## src/rtl/mem_pkg.sv

```systemverilog
// mem_pkg: opcodes, funct3 encodings, FSM states and the byte-size mask shared by the memory stage.
package mem_pkg;
   localparam logic [6:0] OPC_LOAD  = 7'h03;
   localparam logic [6:0] OPC_STORE = 7'h23;
   typedef enum logic [2:0] {LB = 3'd0, LH, LW, LD, LBU, LHU, LWU} load_f3_t;
   typedef enum logic [2:0] {SB = 3'd0, SH, SW, SD} store_f3_t;
   typedef enum logic [1:0] {IDLE, REQ, WAIT} mem_state_t;
   // funct3[1:0] selects 1/2/4/8 bytes for both loads and stores
   function automatic logic [7:0] size_mask(input logic [1:0] sz);
      return sz == 2'd0 ? 8'h01 : sz == 2'd1 ? 8'h03 : sz == 2'd2 ? 8'h0F : 8'hFF;
   endfunction
endpackage

```

## src/rtl/load_align.sv

```systemverilog
// load_align: shifts the addressed bytes of a cache doubleword down and sign/zero-extends them.
module load_align
   import mem_pkg::*;
(
   input  logic [63:0] resp_data,
   input  logic [2:0]  addr_lo,
   input  logic [2:0]  funct3,
   output logic [63:0] value
);
   logic [63:0] sh;
   always_comb begin
      sh    = resp_data >> {addr_lo, 3'b000};
      value = funct3 == LB  ? {{56{sh[7]}}, sh[7:0]} :
              funct3 == LH  ? {{48{sh[15]}}, sh[15:0]} :
              funct3 == LW  ? {{32{sh[31]}}, sh[31:0]} :
              funct3 == LBU ? {56'd0, sh[7:0]} :
              funct3 == LHU ? {48'd0, sh[15:0]} :
              funct3 == LWU ? {32'd0, sh[31:0]} : sh;
   end
endmodule

```

## src/rtl/mem_stage.sv

```systemverilog
// mem_stage: load/store stage between execute and writeback, driving a valid/ready data-cache port.
// Define MISALIGN_TRAP_EN to flag misaligned accesses instead of issuing them truncated.
module mem_stage
   import mem_pkg::*;
#(
   parameter int ADDR_W = 64,
   parameter int DATA_W = 64
) (
   input  logic                clk,
   input  logic                reset,
   input  logic                i_valid,
   input  logic [9:0]          i_opcode,
   input  logic [31:0]         i_pc,
   input  logic [DATA_W-1:0]   i_data,
   input  logic [ADDR_W-1:0]   i_mem_addr,
   input  logic [4:0]          i_rd,
   input  logic                i_wr_en,
   input  logic                i_flush,
   output logic                o_stall,
   output logic                dc_req_valid,
   input  logic                dc_req_ready,
   output logic [ADDR_W-1:0]   dc_req_addr,
   output logic                dc_req_we,
   output logic [DATA_W-1:0]   dc_req_wdata,
   output logic [DATA_W/8-1:0] dc_req_be,
   input  logic                dc_resp_valid,
   input  logic [DATA_W-1:0]   dc_resp_data,
   output logic                o_valid,
   output logic [31:0]         o_pc,
   output logic [DATA_W-1:0]   o_data,
   output logic [4:0]          o_rd,
   output logic                o_wr_en,
   output logic                o_misaligned
);
   mem_state_t        state, next;
   logic [2:0]        op_f3;
   logic              op_st;
   logic [ADDR_W-1:0] op_addr;
   logic [DATA_W-1:0] op_data, ld_val;
   logic [4:0]        op_rd;
   logic [31:0]       op_pc;
   logic              is_mem, take, mis, accept, req;
   load_align u_align (.resp_data(dc_resp_data), .addr_lo(op_addr[2:0]), .funct3(op_f3), .value(ld_val));
   always_comb begin
      is_mem = i_opcode[6:0] == OPC_LOAD || i_opcode[6:0] == OPC_STORE;
      take   = state == IDLE && i_valid && !i_flush;
`ifdef MISALIGN_TRAP_EN
      mis    = i_opcode[8:7] == 2'd1 ? i_mem_addr[0] :
               i_opcode[8:7] == 2'd2 ? |i_mem_addr[1:0] :
               i_opcode[8:7] == 2'd3 ? |i_mem_addr[2:0] : 1'b0;
`else
      mis    = 1'b0;
`endif
      accept = take && is_mem && !mis;
      next   = state == IDLE ? (accept ? REQ : IDLE) :
               state == REQ  ? (dc_req_ready ? WAIT : REQ) :
                               (dc_resp_valid ? IDLE : WAIT);
      req    = state == REQ;
      // gated with reset so every output reads 0 while reset is held
      o_stall      = reset && (state != IDLE || (take && is_mem));
      dc_req_valid = req;
      dc_req_addr  = req ? {op_addr[ADDR_W-1:3], 3'b000} : '0;
      dc_req_we    = req && op_st;
      dc_req_be    = req ? size_mask(op_f3[1:0]) << op_addr[2:0] : '0;
      dc_req_wdata = req ? op_data << {op_addr[2:0], 3'b000} : '0;
   end
   always_ff @(posedge clk or negedge reset) begin
      if (!reset) begin
         state        <= IDLE;
         op_f3        <= '0;
         op_st        <= 1'b0;
         op_addr      <= '0;
         op_data      <= '0;
         op_rd        <= '0;
         op_pc        <= '0;
         o_valid      <= 1'b0;
         o_pc         <= '0;
         o_data       <= '0;
         o_rd         <= '0;
         o_wr_en      <= 1'b0;
         o_misaligned <= 1'b0;
      end else begin
         state        <= next;
         o_valid      <= 1'b0;
         o_wr_en      <= 1'b0;
         o_misaligned <= 1'b0;
         if (take && !is_mem) begin
            o_valid <= 1'b1;
            o_pc    <= i_pc;
            o_data  <= i_data;
            o_rd    <= i_rd;
            o_wr_en <= i_wr_en && i_rd != 5'd0;
         end else if (take && mis) begin
            o_valid      <= 1'b1;
            o_misaligned <= 1'b1;
            o_pc         <= i_pc;
            o_data       <= '0;
            o_rd         <= '0;
         end else if (accept) begin
            op_f3   <= i_opcode[9:7];
            op_st   <= i_opcode[6:0] == OPC_STORE;
            op_addr <= i_mem_addr;
            op_data <= i_data;
            op_rd   <= i_rd;
            op_pc   <= i_pc;
         end else if (state == WAIT && dc_resp_valid) begin
            o_valid <= 1'b1;
            o_pc    <= op_pc;
            o_data  <= op_st ? '0 : ld_val;
            o_rd    <= op_st ? 5'd0 : op_rd;
            o_wr_en <= !op_st && op_rd != 5'd0;
         end
      end
   end
endmodule

```

## config.mk

```make
export PLATFORM = sky130hd
export DESIGN_NAME = mem_stage
export DESIGN_NICKNAME = d
export VERILOG_FILES = /design/src/rtl/mem_pkg.sv /design/src/rtl/load_align.sv /design/src/rtl/mem_stage.sv
export SDC_FILE = /design/constraint.sdc
export NUM_CORES = 1
export LEC_CHECK = 0
export BUFFER_PORTS_ARGS = -buffer_cell sky130_fd_sc_hd__buf_2
export CAP_MARGIN = 20
export CORE_MARGIN = 2
export CORE_UTILIZATION = 35
export DETAILED_ROUTE_END_ITERATION = 7
export GPL_ROUTABILITY_DRIVEN = 0
export SYNTH_ARGS = -nofsm -noshare
export SYNTH_HDL_FRONTEND = slang
export SYNTH_HIERARCHICAL = 1
export SYNTH_SLANG_ARGS = --single-unit
export TNS_END_PERCENT = 1
```

## constraint.sdc

```tcl
create_clock -name clk -period 2.1 [get_ports clk]
set_input_delay 0.105 -clock clk [delete_from_list [all_inputs] [get_ports clk]]
set_output_delay 0.105 -clock clk [all_outputs]
set_load 0.01 [all_outputs]
```

; ---- Yosys cells after proc, flatten, opt, wreduce, memory -nomap -nowiden
; Cells that the tools add are included.
[classes]
n_lt_le_gt_ge = 0
n_eq_ne = 12
reduce_logical = 23
bitwise_logic = 1
addsub = 0
n_shift = 3
div = 0
mul = 0
muxes = 34
[ops]
columns = cell, n
row1 = 2-to-1 mux 64 bit, 12
row2 = 2-to-1 mux 32 bit, 3
row3 = << shifter 64 x 6 -> 64 bit, 1
row4 = >> shifter 64 x 6 -> 64 bit, 1
row5 = 2-to-1 mux 8 bit, 4
row6 = 2-to-1 mux 5 bit, 4
row7 = nonzero test 5 bit, 2
row8 = == test 3 bit (second input constant), 3
row9 = logical AND 1 bit, 9
row10 = 2-to-1 mux 2 bit, 4
row11 = << shifter 8 x 3 -> 8 bit, 1
row12 = == test 7 x 2 -> 1 bit (second input constant), 1
row13 = == test 7 x 6 -> 1 bit (second input constant), 1
row14 = 2-to-1 mux 1 bit, 7
row15 = == test 2 x 1 -> 1 bit (second input constant), 2
row16 = == test 2 bit (second input constant), 2
row17 = zero test 2 bit, 2
row18 = AND reduction 2 bit, 2
row19 = nonzero test 2 bit, 2
row20 = == test 3 x 1 -> 1 bit (second input constant), 1
row21 = == test 3 x 2 -> 1 bit (second input constant), 1
row22 = zero test 1 bit, 3
row23 = zero test 3 bit, 1
row24 = logical OR 1 bit, 2
row25 = other kinds (2), 2
[word_totals]
ram_bits = 0
mem_count = 0
output_inout_bits = 243
elab_cells = 85
inputBits = 246
reg_bits = 274
romBits = 0
latchBits = 0

; ---- Logic depth before layout (Yosys ltp)
; Gate-level depths: netlist of run 1.
[logic_depth]
word_depth = 11
ltp_mapped = 11

; ---- Modules after synthesis
; The synthesis of run 1 kept the hierarchy.
[modules_own_cells]
columns = module, cells_each, area_per_inst_um2, seq_area_each_um2, instances
row1 = mem_stage, 1126, 14207.4, 6856.6, 1
row2 = load_align, 353, 2308.5, 0.0, 1

; ---- Least setup slack after synthesis of run 1
; No wires, ideal clock.
[synth_timing]
path_type = register -> register
start = reg op_addr[1]
end = reg o_data[31]
period_less_slack_ps = 2298
slack_ps = -198
arrival_ps = 2173
path_stages_with_launch = 12
setup_time_ps = 125
required_ps = 1975
path_cell_list = dfrtp_1 buf_6 buf_8 mux2i_1 mux2i_1 mux2i_4 o21a_4 buf_6 o31ai_1 nor2b_1 mux2_2 mux2_2
[synth_via]
elab_chain_cells = 11
[synth_lines]
columns = element, line_no
row1 = "start, declared", mem_stage.sv:38  ; logic [ADDR_W-1:0] op_addr;
row2 = "start signal, assigned", mem_stage.sv:102  ; op_addr <= i_mem_addr;
row3 = >> shifter 64 x 6 -> 64 bit *, load_align.sv:12  ; sh = resp_data >> {addr_lo, 3'b000};
row4 = 2-to-1 mux 64 bit, load_align.sv:18  ; funct3 == LWU ? {32'd0, sh[31:0]} : sh;
row5 = 2-to-1 mux 64 bit, load_align.sv:17  ; funct3 == LHU ? {48'd0, sh[15:0]} :
row6 = 2-to-1 mux 64 bit, load_align.sv:16  ; funct3 == LBU ? {56'd0, sh[7:0]} :
row7 = 2-to-1 mux 64 bit, load_align.sv:15  ; funct3 == LW ? {{32{sh[31]}}, sh[31:0]} :
row8 = 2-to-1 mux 64 bit, load_align.sv:14  ; funct3 == LH ? {{48{sh[15]}}, sh[15:0]} :
row9 = 2-to-1 mux 64 bit *, load_align.sv:13  ; value = funct3 == LB ? {{56{sh[7]}}, sh[7:0]} :
row10 = via ld_val[31], mem_stage.sv:39  ; logic [DATA_W-1:0] op_data, ld_val;
row11 = 2-to-1 mux 64 bit *, mem_stage.sv:109  ; o_data <= op_st ? '0 : ld_val;
row12 = 2-to-1 mux 64 bit *, mem_stage.sv:106  ; end else if (state == WAIT && dc_resp_valid) begin
row13 = 2-to-1 mux 64 bit *, mem_stage.sv:99  ; end else if (accept) begin
row14 = 2-to-1 mux 64 bit *, mem_stage.sv:87  ; if (take && !is_mem) begin
row15 = "end signal, assigned", mem_stage.sv:90  ; o_data <= i_data;
row16 = "end signal, assigned", mem_stage.sv:109
row17 = "end, declared", mem_stage.sv:30  ; output logic [DATA_W-1:0] o_data,
; The timed path passes the listed nets; every way through them passes the cells marked *. The select of a mux whose other input is x is not followed.
; A chain may end at the register's enable or synchronous reset.

; ---- Final worst setup path of run 1
[layout_timing]
start = reg op_addr[0]
end = out dc_req_wdata[60]
[layout_via]
elab_chain_cells = 2
[layout_lines]
columns = element, line_no
row1 = << shifter 64 x 6 -> 64 bit, mem_stage.sv:65  ; dc_req_wdata = req ? op_data << {op_addr[2:0], 3'b000} : '0;
row2 = 2-to-1 mux 64 bit, mem_stage.sv:65
row3 = "end, declared", mem_stage.sv:24  ; output logic [DATA_W-1:0] dc_req_wdata,
; No other way between the ends.

==> results.yml, run 1 <==
outcome:
  status: "finished with violations"
  violations: "setup timing"
sta:
  setup_tns_ns: -39.43
  fin_crit_sh: 1.23
  hold_viol_final: 0
  fmax_ghz: 0.387
  worst_slew_pin_slew_ns: 0.635
  slew_viol_final: 0
  setup_viol: 138
  min_period_ns: 2.58
  timing.slew.headroom: 0.577
  rsz0062_at_grt: "true"
  skew_ns: 0.0124
  fin_ws_ns: -0.481
power_and_ir_drop:
  p_leak_nw: 11.5
  ir_drop_v: 0.000645
  p_per_area_nw_per_um2: 724
placement:
  dp_hpwl_um: 49000
  placed_cells: 2555
  port_buffers: 484
worst_setup_path:
  path_class: "register to primary output"
  arrival_ns: 2.48
  critPathRequiredTime_ns: 2.00
  crit_path_start_kind: "register"
  path_max_fanout: 62
  end_kind: "primary output"
logic_synthesis:
  synth_top_area_share: 0.415
  synthFlopType: "dfrtp_1"
  yosys_warnings: 6
  async_reset_ff_frac: 1.00
  netlist_instances: 1479
  synth-seq-area-share: 0.415
  synth_edf_count: 0
  postSynthAreaPerCell_um2: 11.2
  synth_area_um2: 16500
  synth_seq_cells: 274
  synth_top_area_cell: "dfrtp_1"
  synth_area_leaders: "dfrtp_1, mux2_2, mux2_1"
  yosysUniqueCellTypes: 60
finish:
  fin_cells: 2814
  diodes: 0
  area_delta_synth_final_pct: 45.5
  final_nets: 2428
  layout-drive-gt1-share: 0.507
global_routing:
  grt_pass1_vias: 15600
  grt_overflow: 0
  grt_usage: 0.261
  grt_pass1_wl_um: 97600
  antenna_found_initial: 5
  grt_max_degree: 82
floorplan:
  ioPinCount: 489
  num_rows: 79
  dieArea_um2: 48900
  die_width_um: 221
  fp.dieH_um: 221
  initial_utilization: 0.355
  core_um2: 46600
clock_tree:
  cts_root_buf: "clkbuf_16"
  cts.sinks: 274
  path_clk_slew_ns: 0.06
  clock_latency_ns: 0.57
  cts_tree: "done"
  cts_made_buffers: 31
  clk_path_buf_depth: 3
  cts_max_level: 1
route:
  ant_nets: 0
  drt_pass1_iterations: 8
  drtIter0Drc: 1072
  wl_um: 67300
  via_count: 15000
  via_per_inst: 5.32
  drt-wirelength-per-cell_um: 23.9
  drc_errors: 0
run:
  maxCapViolations: 0
hold_path:
  min_path_type: "primary input to asynchronous set/reset pin"
==> layer usage <==
| metal | global-route usage | vias up | part of all wire |
|---|---|---|---|
| li1 | - | 6698 | - |
| met1 | 0.316 | 7501 | 0.40 |
| met2 | 0.464 | 624 | 0.50 |
| met3 | 0.0459 | 134 | 0.057 |
| met4 | 0.0907 | 6 | 0.037 |
| met5 | 0 | - | 0.00049 |
==> cell usage after synthesis (4+ instances only) <==
cell / number
a211oi_1: 12
a21o_1: 6
a21oi_1: 67
a221oi_1: 8
a22oi_1: 5
a32oi_1: 6
and2_1: 73
buf_1: 10
buf_2: 35
buf_4: 25
buf_6: 6
clkbuf_1: 51
dfrtp_1: 274
inv_1: 4
mux2_1: 90
mux2_2: 352
mux2i_1: 71
nand2_1: 61
nand2b_1: 13
nand3_1: 6
nor2_1: 67
nor2b_1: 83
nor3_1: 12
o21ai_0: 37
o21ai_1: 10
o21ai_2: 9
o221ai_1: 8
o22ai_1: 35
==> flip-flops by register name (all words and copies together) (netlist names) <==
signal / count
op_rd: 5
state: 2
op_st: 1
o_data: 64
op_pc: 32
op_f3: 3
o_valid: 1
op_data: 64
o_pc: 32
o_wr_en: 1
op_addr: 64
o_rd: 5
==> layout by cell type (no fill, tap or decap), types with 10 or more instances in the layout <==
cell           Yosys  layout
o21ai_2            9      14
buf_6              6      13
buf_12             0      22
dlygate4sd3_1      0     174
o21ai_0           37      14
nand2b_1          13      12
mux2_1            90      90
o22ai_1           35      34
clkbuf_8           0      11
nor3_1            12      12
a211oi_1          12      10
and2_1            73      64
mux2_4             0      32
a21oi_1           67      54
mux2i_1           71      60
buf_4             25      93
dfrtp_1          274     267
clkbuf_16          0      38
nor2_1            67      64
a21oi_2            0      13
o21ai_1           10      27
buf_2             35     478
nor2b_1           83      81
nand2_1           61      59
mux2_2           352     320
==> power by group <==
| group | internal (mW) | switching (mW) | leakage, nW |
|---|---|---|---|
| clock network | 3.71 | 2.28 | 0.555 |
| registers | 5.89 | 0.489 | 3.53 |
| logic | 2.57 | 2.46 | 7.39 |
==> repair_timing <==
action                                  in CTS  in global routing
hold endpoints to repair                   503                  0
hold buffers                               174                  0
endpoints found under the setup margin     199                300
cloned                                       3                  7
buffers inserted                             7                 10
resized for setup                           84                 84
pin swaps                                   10                 11
==> final timing paths <==
path,start,to,slack [ns],cells after the start
min in group clk,i_opcode[1],op_pc[5],0.12,4
worst min-delay path,reset,o_data[58],0.05,2
worst max register to register,op_addr[0],o_data[39],-0.45,9
worst max-delay path,op_addr[0],dc_req_wdata[60],-0.48,6
max in group asynchronous,reset,o_data[3],0.99,3
worst min register to register,op_addr[19],op_addr[19],0.48,1
==> critical path, stage by stage, from the launching register on <==
cell,delay [ns]
dfrtp_4,0.52
buf_12,0.33
or2_2,0.19
buf_4,0.21
o22ai_1,0.09
nor3_1,0.33
buf_2,0.21
==> area by class of cell <==
type / instances / area [um2]
Tap cell: 607 / 759
Inverter: 6 / 35.0
Clock inverter: 10 / 181
Clock buffer: 48 / 950
Multi-Input combinational cell: 1074 / 9430
Timing Repair Buffer: 795 / 5810
Fill cell: 4106 / 22500
Sequential cell: 274 / 6870
==> kinds of logic (layout without fill, tap and decap cells) <==
kind of cell           after synthesis  count (layout)  share of synthesized area
multiplexers                       514             514                      0.346
AO/OA/AOI/OAI                      217             217                     0.0839
flip-flops                         274             274                      0.415
AND/OR/NAND/NOR                    339             339                      0.113
buffers and inverters              134             859                     0.0422
other                                1               4                   0.000227
==> per-stage QoR <==
stage	power, mW	hold WS, ns	setup WS (ns)	utilization	cell area (um2)
2_1_floorplan	8.78	-0.191	-0.179	-	16500
3_3_place_gp	10.7	0.0553	-0.662	0.433	20200
3_5_place_dp	10.8	0.0660	-0.646	0.433	20200
4_1_cts	17.2	0.0669	-0.468	0.504	23500
5_1_grt	18.1	0.0731	-0.519	0.516	24000
6_report	17.4	0.0495	-0.481	0.516	24000
(Power assumes the default switching activity.)
==> run 2: changes to the inputs <==
--- a/config.mk
+++ b/config.mk
@@ -7,10 +7,10 @@
 export LEC_CHECK = 0
 export BUFFER_PORTS_ARGS = -buffer_cell sky130_fd_sc_hd__buf_2
 export CAP_MARGIN = 20
-export CORE_MARGIN = 2
-export CORE_UTILIZATION = 35
+export CORE_UTILIZATION = 47
 export DETAILED_ROUTE_END_ITERATION = 7
 export GPL_ROUTABILITY_DRIVEN = 0
+export PLACE_DENSITY = 0.77
 export SYNTH_ARGS = -nofsm -noshare
 export SYNTH_HDL_FRONTEND = slang
 export SYNTH_HIERARCHICAL = 1
==> run 2 against run 1 <==
- the flow still finishes with violations (setup timing)
- combinational power is essentially flat
- hold slack gained 0.0043 ns
- utilization is 17 points higher
- cell count decreased by 5.9%
- critical path type is now register to register
- largest cell class unchanged
- highest routed layer unchanged
==> results.yml, run 2 (synthesis results as in run 1) <==
power_and_ir_drop:
  p_clk_frac: 0.330
  ir_drop_v: 0.000734
  switching_share: 0.312
  seqPwrFrac: 0.375
  p_total_mw: 17.0
  p_switching_mw: 5.32
  p_leak_nw: 11.3
  p_per_area_nw_per_um2: 720
  pwr-share-comb: 0.295
  internal-power_mw: 11.7
placement:
  port_buffers: 484
  dp_slack_ns: -0.403
  placed_area_um2: 19900
  placed_cells: 2396
  dp_hpwl_um: 42400
worst_setup_path:
  crit_start: "op_addr[0]"
  path_max_fanout: 16
  path_class: "register to register"
  arrival_ns: 3.03
  crit_path_start_kind: "register"
  r2r_start: "op_addr[0]"
  critPathRequiredTime_ns: 2.56
  end_kind: "register"
global_routing:
  grt_overflow: 0
  grt_usage: 0.347
  antenna_found_initial: 3
  grt_max_degree: 92
  grt_pass1_vias: 15800
  grt_pass1_wl_um: 93900
hold_path:
  min_path_type: "primary input to asynchronous set/reset pin"
outcome:
  status: "finished with violations"
  violations: "setup timing"
finish:
  area_delta_synth_final_pct: 43.4
  layout-drive-gt1-share: 0.512
  final_common_cell: "buf_2"
  fin_cells: 2649
  final_cell_mix: "buf_2, mux2_2, dfrtp_1"
  fin_util: 0.686
  final_nets: 2417
  final_area_um2: 23700
  nFillCells: 2379
  top_regs: "o_data x64, op_addr x64, op_data x64"
floorplan:
  fp.dieH_um: 189
  initial_utilization: 0.478
  ioPinCount: 489
  core_um2: 34500
  num_rows: 68
  die_width_um: 189
  dieArea_um2: 35900
sta:
  worst_slew_pin_slew_ns: 0.681
  fin_crit_sh: 1.22
  timing.slew.headroom: 0.544
  worst_hold_slack_ns: 0.0538
  fmax_ghz: 0.389
  setup_tns_ns: -47.79
  fin_ws_ns: -0.471
  rsz0062_at_grt: "true"
  skew_ns: 0.0173
  slew_viol_final: 0
  min_period_ns: 2.57
  hold_viol_final: 0
  setup_viol: 193
route:
  drtIter0Drc: 1383
  ant_nets: 0
  via_count: 15500
  drt_pass1_iterations: 7
  drt-wirelength-per-cell_um: 24.7
  wl_um: 65500
  via_per_inst: 5.85
  drc_errors: 0
run:
  maxCapViolations: 0
clock_tree:
  cts_root_buf: "clkbuf_16"
  path_clk_slew_ns: 0.06
  cts.sinks: 274
  cts_tree: "done"
  clk_path_buf_depth: 3
  clock_latency_ns: 0.59
  cts_made_buffers: 30
  cts_max_level: 1
run 2: cell types whose count changed in the layout (fill, tap and decap cells not counted), sizes merged:
cell         before  now
dlygate4sd3     174  173
clkinv            4    3
clkbuf           55   47
bufinv            5    4
clkinvlp          1    4
diode             0    2
buf             612  606
bufbuf            2    1
run 2: power by group through the flow:
stage,sequential (mW),combinational (mW),clock [mW]
2_1_floorplan,6.41,2.37,0
3_3_place_gp,6.37,4.10,0
3_5_place_dp,6.41,4.20,0
4_1_cts,6.32,4.65,5.64
5_1_grt,6.42,5.29,5.92
6_report,6.39,5.02,5.63
run 2: what timing repair did:
action,CTS,global route
setup buffers,7,11
setup endpoints to repair,199,199
hold buffers,173,0
pin swaps,20,26
gates cloned,4,3
resized for setup,66,96
hold endpoints to repair,510,0
run 2: worst paths after layout:
path,end,slack (ns),cells past startpoint
max,o_data[39],-0.47,10
min,o_data[3],0.05,2
max reg2reg,o_data[39],-0.47,10
min reg2reg,op_addr[22],0.48,1
max in group asynchronous,op_data[33],1.16,3
min in group clk,op_f3[1],0.23,4
run 2: final cells by class:
class	count	area [um2]	area share
Multi-Input combinational cell	1074	9540	0.403
Sequential cell	274	6870	0.290
Timing Repair Buffer	785	5650	0.238
Clock buffer	42	846	0.0357
Tap cell	455	569	0.0240
Clock inverter	11	180	0.00761
Inverter	6	30.0	0.00127
Antenna cell	2	5.00	0.000211
run 2: worst max-delay path: stages, from the launching register on:
cell	delay [ns]
dfrtp_4	0.50
buf_4	0.19
a21o_1	0.20
a221oi_4	0.34
nor3_4	0.09
buf_12	0.16
a31oi_1	0.16
o21ai_1	0.12
nor2b_1	0.15
mux2_2	0.25
mux2_2	0.25
run 2: routing by layer:
layer | share of wire | global-route usage
met3 | 0.086 | 0.0725
met5 | 0.00040 | 0
met1 | 0.35 | 0.389
met2 | 0.49 | 0.606
met4 | 0.067 | 0.205
==> run 3: changes to the inputs <==
--- a/config.mk
+++ b/config.mk
@@ -11,6 +11,7 @@
 export DETAILED_ROUTE_END_ITERATION = 7
 export GPL_ROUTABILITY_DRIVEN = 0
 export PLACE_DENSITY = 0.77
+export RECOVER_POWER = 50
 export SYNTH_ARGS = -nofsm -noshare
 export SYNTH_HDL_FRONTEND = slang
 export SYNTH_HIERARCHICAL = 1
==> run 3 against run 2 <==
- the flow still finishes with violations (setup timing)
- non-clock buffer count unchanged
- critical path depth is the same
- critical endpoint unchanged
- largest power group unchanged
- via count up 0.29%
- final area is 0.24% lower
==> results.yml, run 3 (synthesis results as in run 1) <==
floorplan:
  ioPinCount: 489
  num_rows: 68
  core_um2: 34500
  initial_utilization: 0.478
  dieArea_um2: 35900
  die_width_um: 189
  fp.dieH_um: 189
power_and_ir_drop:
  ir_drop_v: 0.000729
  p_switching_mw: 5.34
  pwr-share-comb: 0.294
  p_leak_nw: 11.2
  p_per_area_nw_per_um2: 721
  switching_share: 0.313
  p_clk_frac: 0.331
  seqPwrFrac: 0.375
  internal-power_mw: 11.7
global_routing:
  grt_max_degree: 92
  grt_usage: 0.347
  grt_pass1_vias: 15800
  grt_overflow: 0
  grt_pass1_wl_um: 93900
  antenna_found_initial: 3
worst_setup_path:
  crit_start: "op_addr[0]"
  worstRegToRegCells: 10
  path_class: "register to register"
  r2r_setup_slack_ns: -0.48
  r2r_end: "o_data[39]"
  end_kind: "register"
  critPathRequiredTime_ns: 2.56
  r2r_start: "op_addr[0]"
  arrival_ns: 3.04
  path_max_fanout: 16
  crit_path_start_kind: "register"
clock_tree:
  cts_made_buffers: 30
  cts_tree: "done"
  cts_root_buf: "clkbuf_16"
  path_clk_slew_ns: 0.06
  clk_path_buf_depth: 3
  cts_max_level: 1
  clock_latency_ns: 0.59
  cts.sinks: 274
placement:
  port_buffers: 484
  placed_cells: 2396
  placed_area_um2: 19900
  dp_hpwl_um: 42400
sta:
  skew_ns: 0.0240
  rsz0062_at_grt: "true"
  fmax_ghz: 0.388
  fin_ws_ns: -0.478
  hold_viol_final: 0
  fin_crit_sh: 1.23
  worst_slew_pin_slew_ns: 1.33
  slew_viol_final: 0
  min_period_ns: 2.58
  setup_viol: 195
  timing.slew.headroom: 0.112
finish:
  final_area_um2: 23600
  fin_cells: 2650
  seq_area_um2: 6870
  layout-drive-gt1-share: 0.506
  final_common_cell: "buf_2"
  nFillCells: 2392
  final_cell_mix: "buf_2, mux2_2, dfrtp_1"
  multi_input_area_um2: 9540
  top_regs: "o_data x64, op_addr x64, op_data x64"
  final_nets: 2417
  area_delta_synth_final_pct: 43.1
hold_path:
  min_path_type: "primary input to asynchronous set/reset pin"
run:
  maxCapViolations: 0
route:
  wl_um: 65500
  drt_pass1_iterations: 6
  drt-wirelength-per-cell_um: 24.7
  via_per_inst: 5.86
  via_count: 15500
  ant_nets: 0
  drtIter0Drc: 1348
  drc_errors: 0
outcome:
  status: "finished with violations"
  violations: "setup timing"
==> run 3: worst max path at each step <==
stage                                   to  slack [ns]
after floorplan                 o_data[31]       -0.18
after global routing            o_data[39]       -0.52
after CTS                 dc_req_wdata[42]       -0.46
after global placement          o_data[43]       -0.40
after detailed placement        o_data[14]       -0.40
final                           o_data[39]       -0.48
==> run 3: layer usage <==
metal | share of wire | track usage | vias to the layer above
li1 | - | - | 6683
met4 | 0.067 | 0.205 | 4
met1 | 0.35 | 0.389 | 7556
met5 | 0.00040 | 0 | -
met2 | 0.49 | 0.606 | 1016
met3 | 0.086 | 0.0725 | 275
==> run 3: final cells by class <==
cell class              instances  share of cell area
repair buffers                785               0.237
clock inverters                11             0.00763
inverters                       6             0.00127
clock buffers                  42              0.0358
diodes                          3            0.000318
well taps                     455              0.0241
multi-input cells            1074               0.404
flip-flops and latches        274               0.291
==> run 3: what timing repair did <==
action | CTS | global route
setup endpoints to repair | 199 | 199
pin swaps | 20 | 26
gates resized for setup | 66 | 96
endpoints found under the hold margin | 510 | 0
hold buffers | 173 | 0
gates cloned | 4 | 3
buffers inserted | 7 | 11
==> run 3: power groups by stage <==
stage                     sequential, mW  clock, mW  combinational (mW)
after detailed placement            6.41          0                4.20
after global routing                6.43       5.92                5.26
final                               6.39       5.64                5.00
after CTS                           6.32       5.64                4.65
after global placement              6.37          0                4.10
after floorplan                     6.41          0                2.37
==> run 3: worst max-delay path: stages (launching register included) <==
cell and delay, ns:
dfrtp_4 0.50, buf_4 0.19, a21o_1 0.20, a221oi_4 0.34, nor3_4 0.09, buf_12 0.16
a31oi_1 0.16, o21ai_1 0.12, nor2b_1 0.15, mux2_2 0.25, mux2_2 0.25
==> run 3: per-stage QoR <==
stage | power (mW) | setup TNS [ns] | setup WS [ns] | util | hold WS [ns]
floorplan | 8.78 | -7.12 | -0.179 | - | -0.191
global placement | 10.5 | -18.32 | -0.399 | 0.577 | 0.0648
detailed placement | 10.6 | -20.78 | -0.403 | 0.577 | 0.0746
CTS | 16.6 | -64.22 | -0.457 | 0.670 | 0.0448
global route | 17.6 | -59.85 | -0.518 | 0.684 | 0.0668
finish | 17.0 | -48.03 | -0.478 | 0.684 | 0.0403
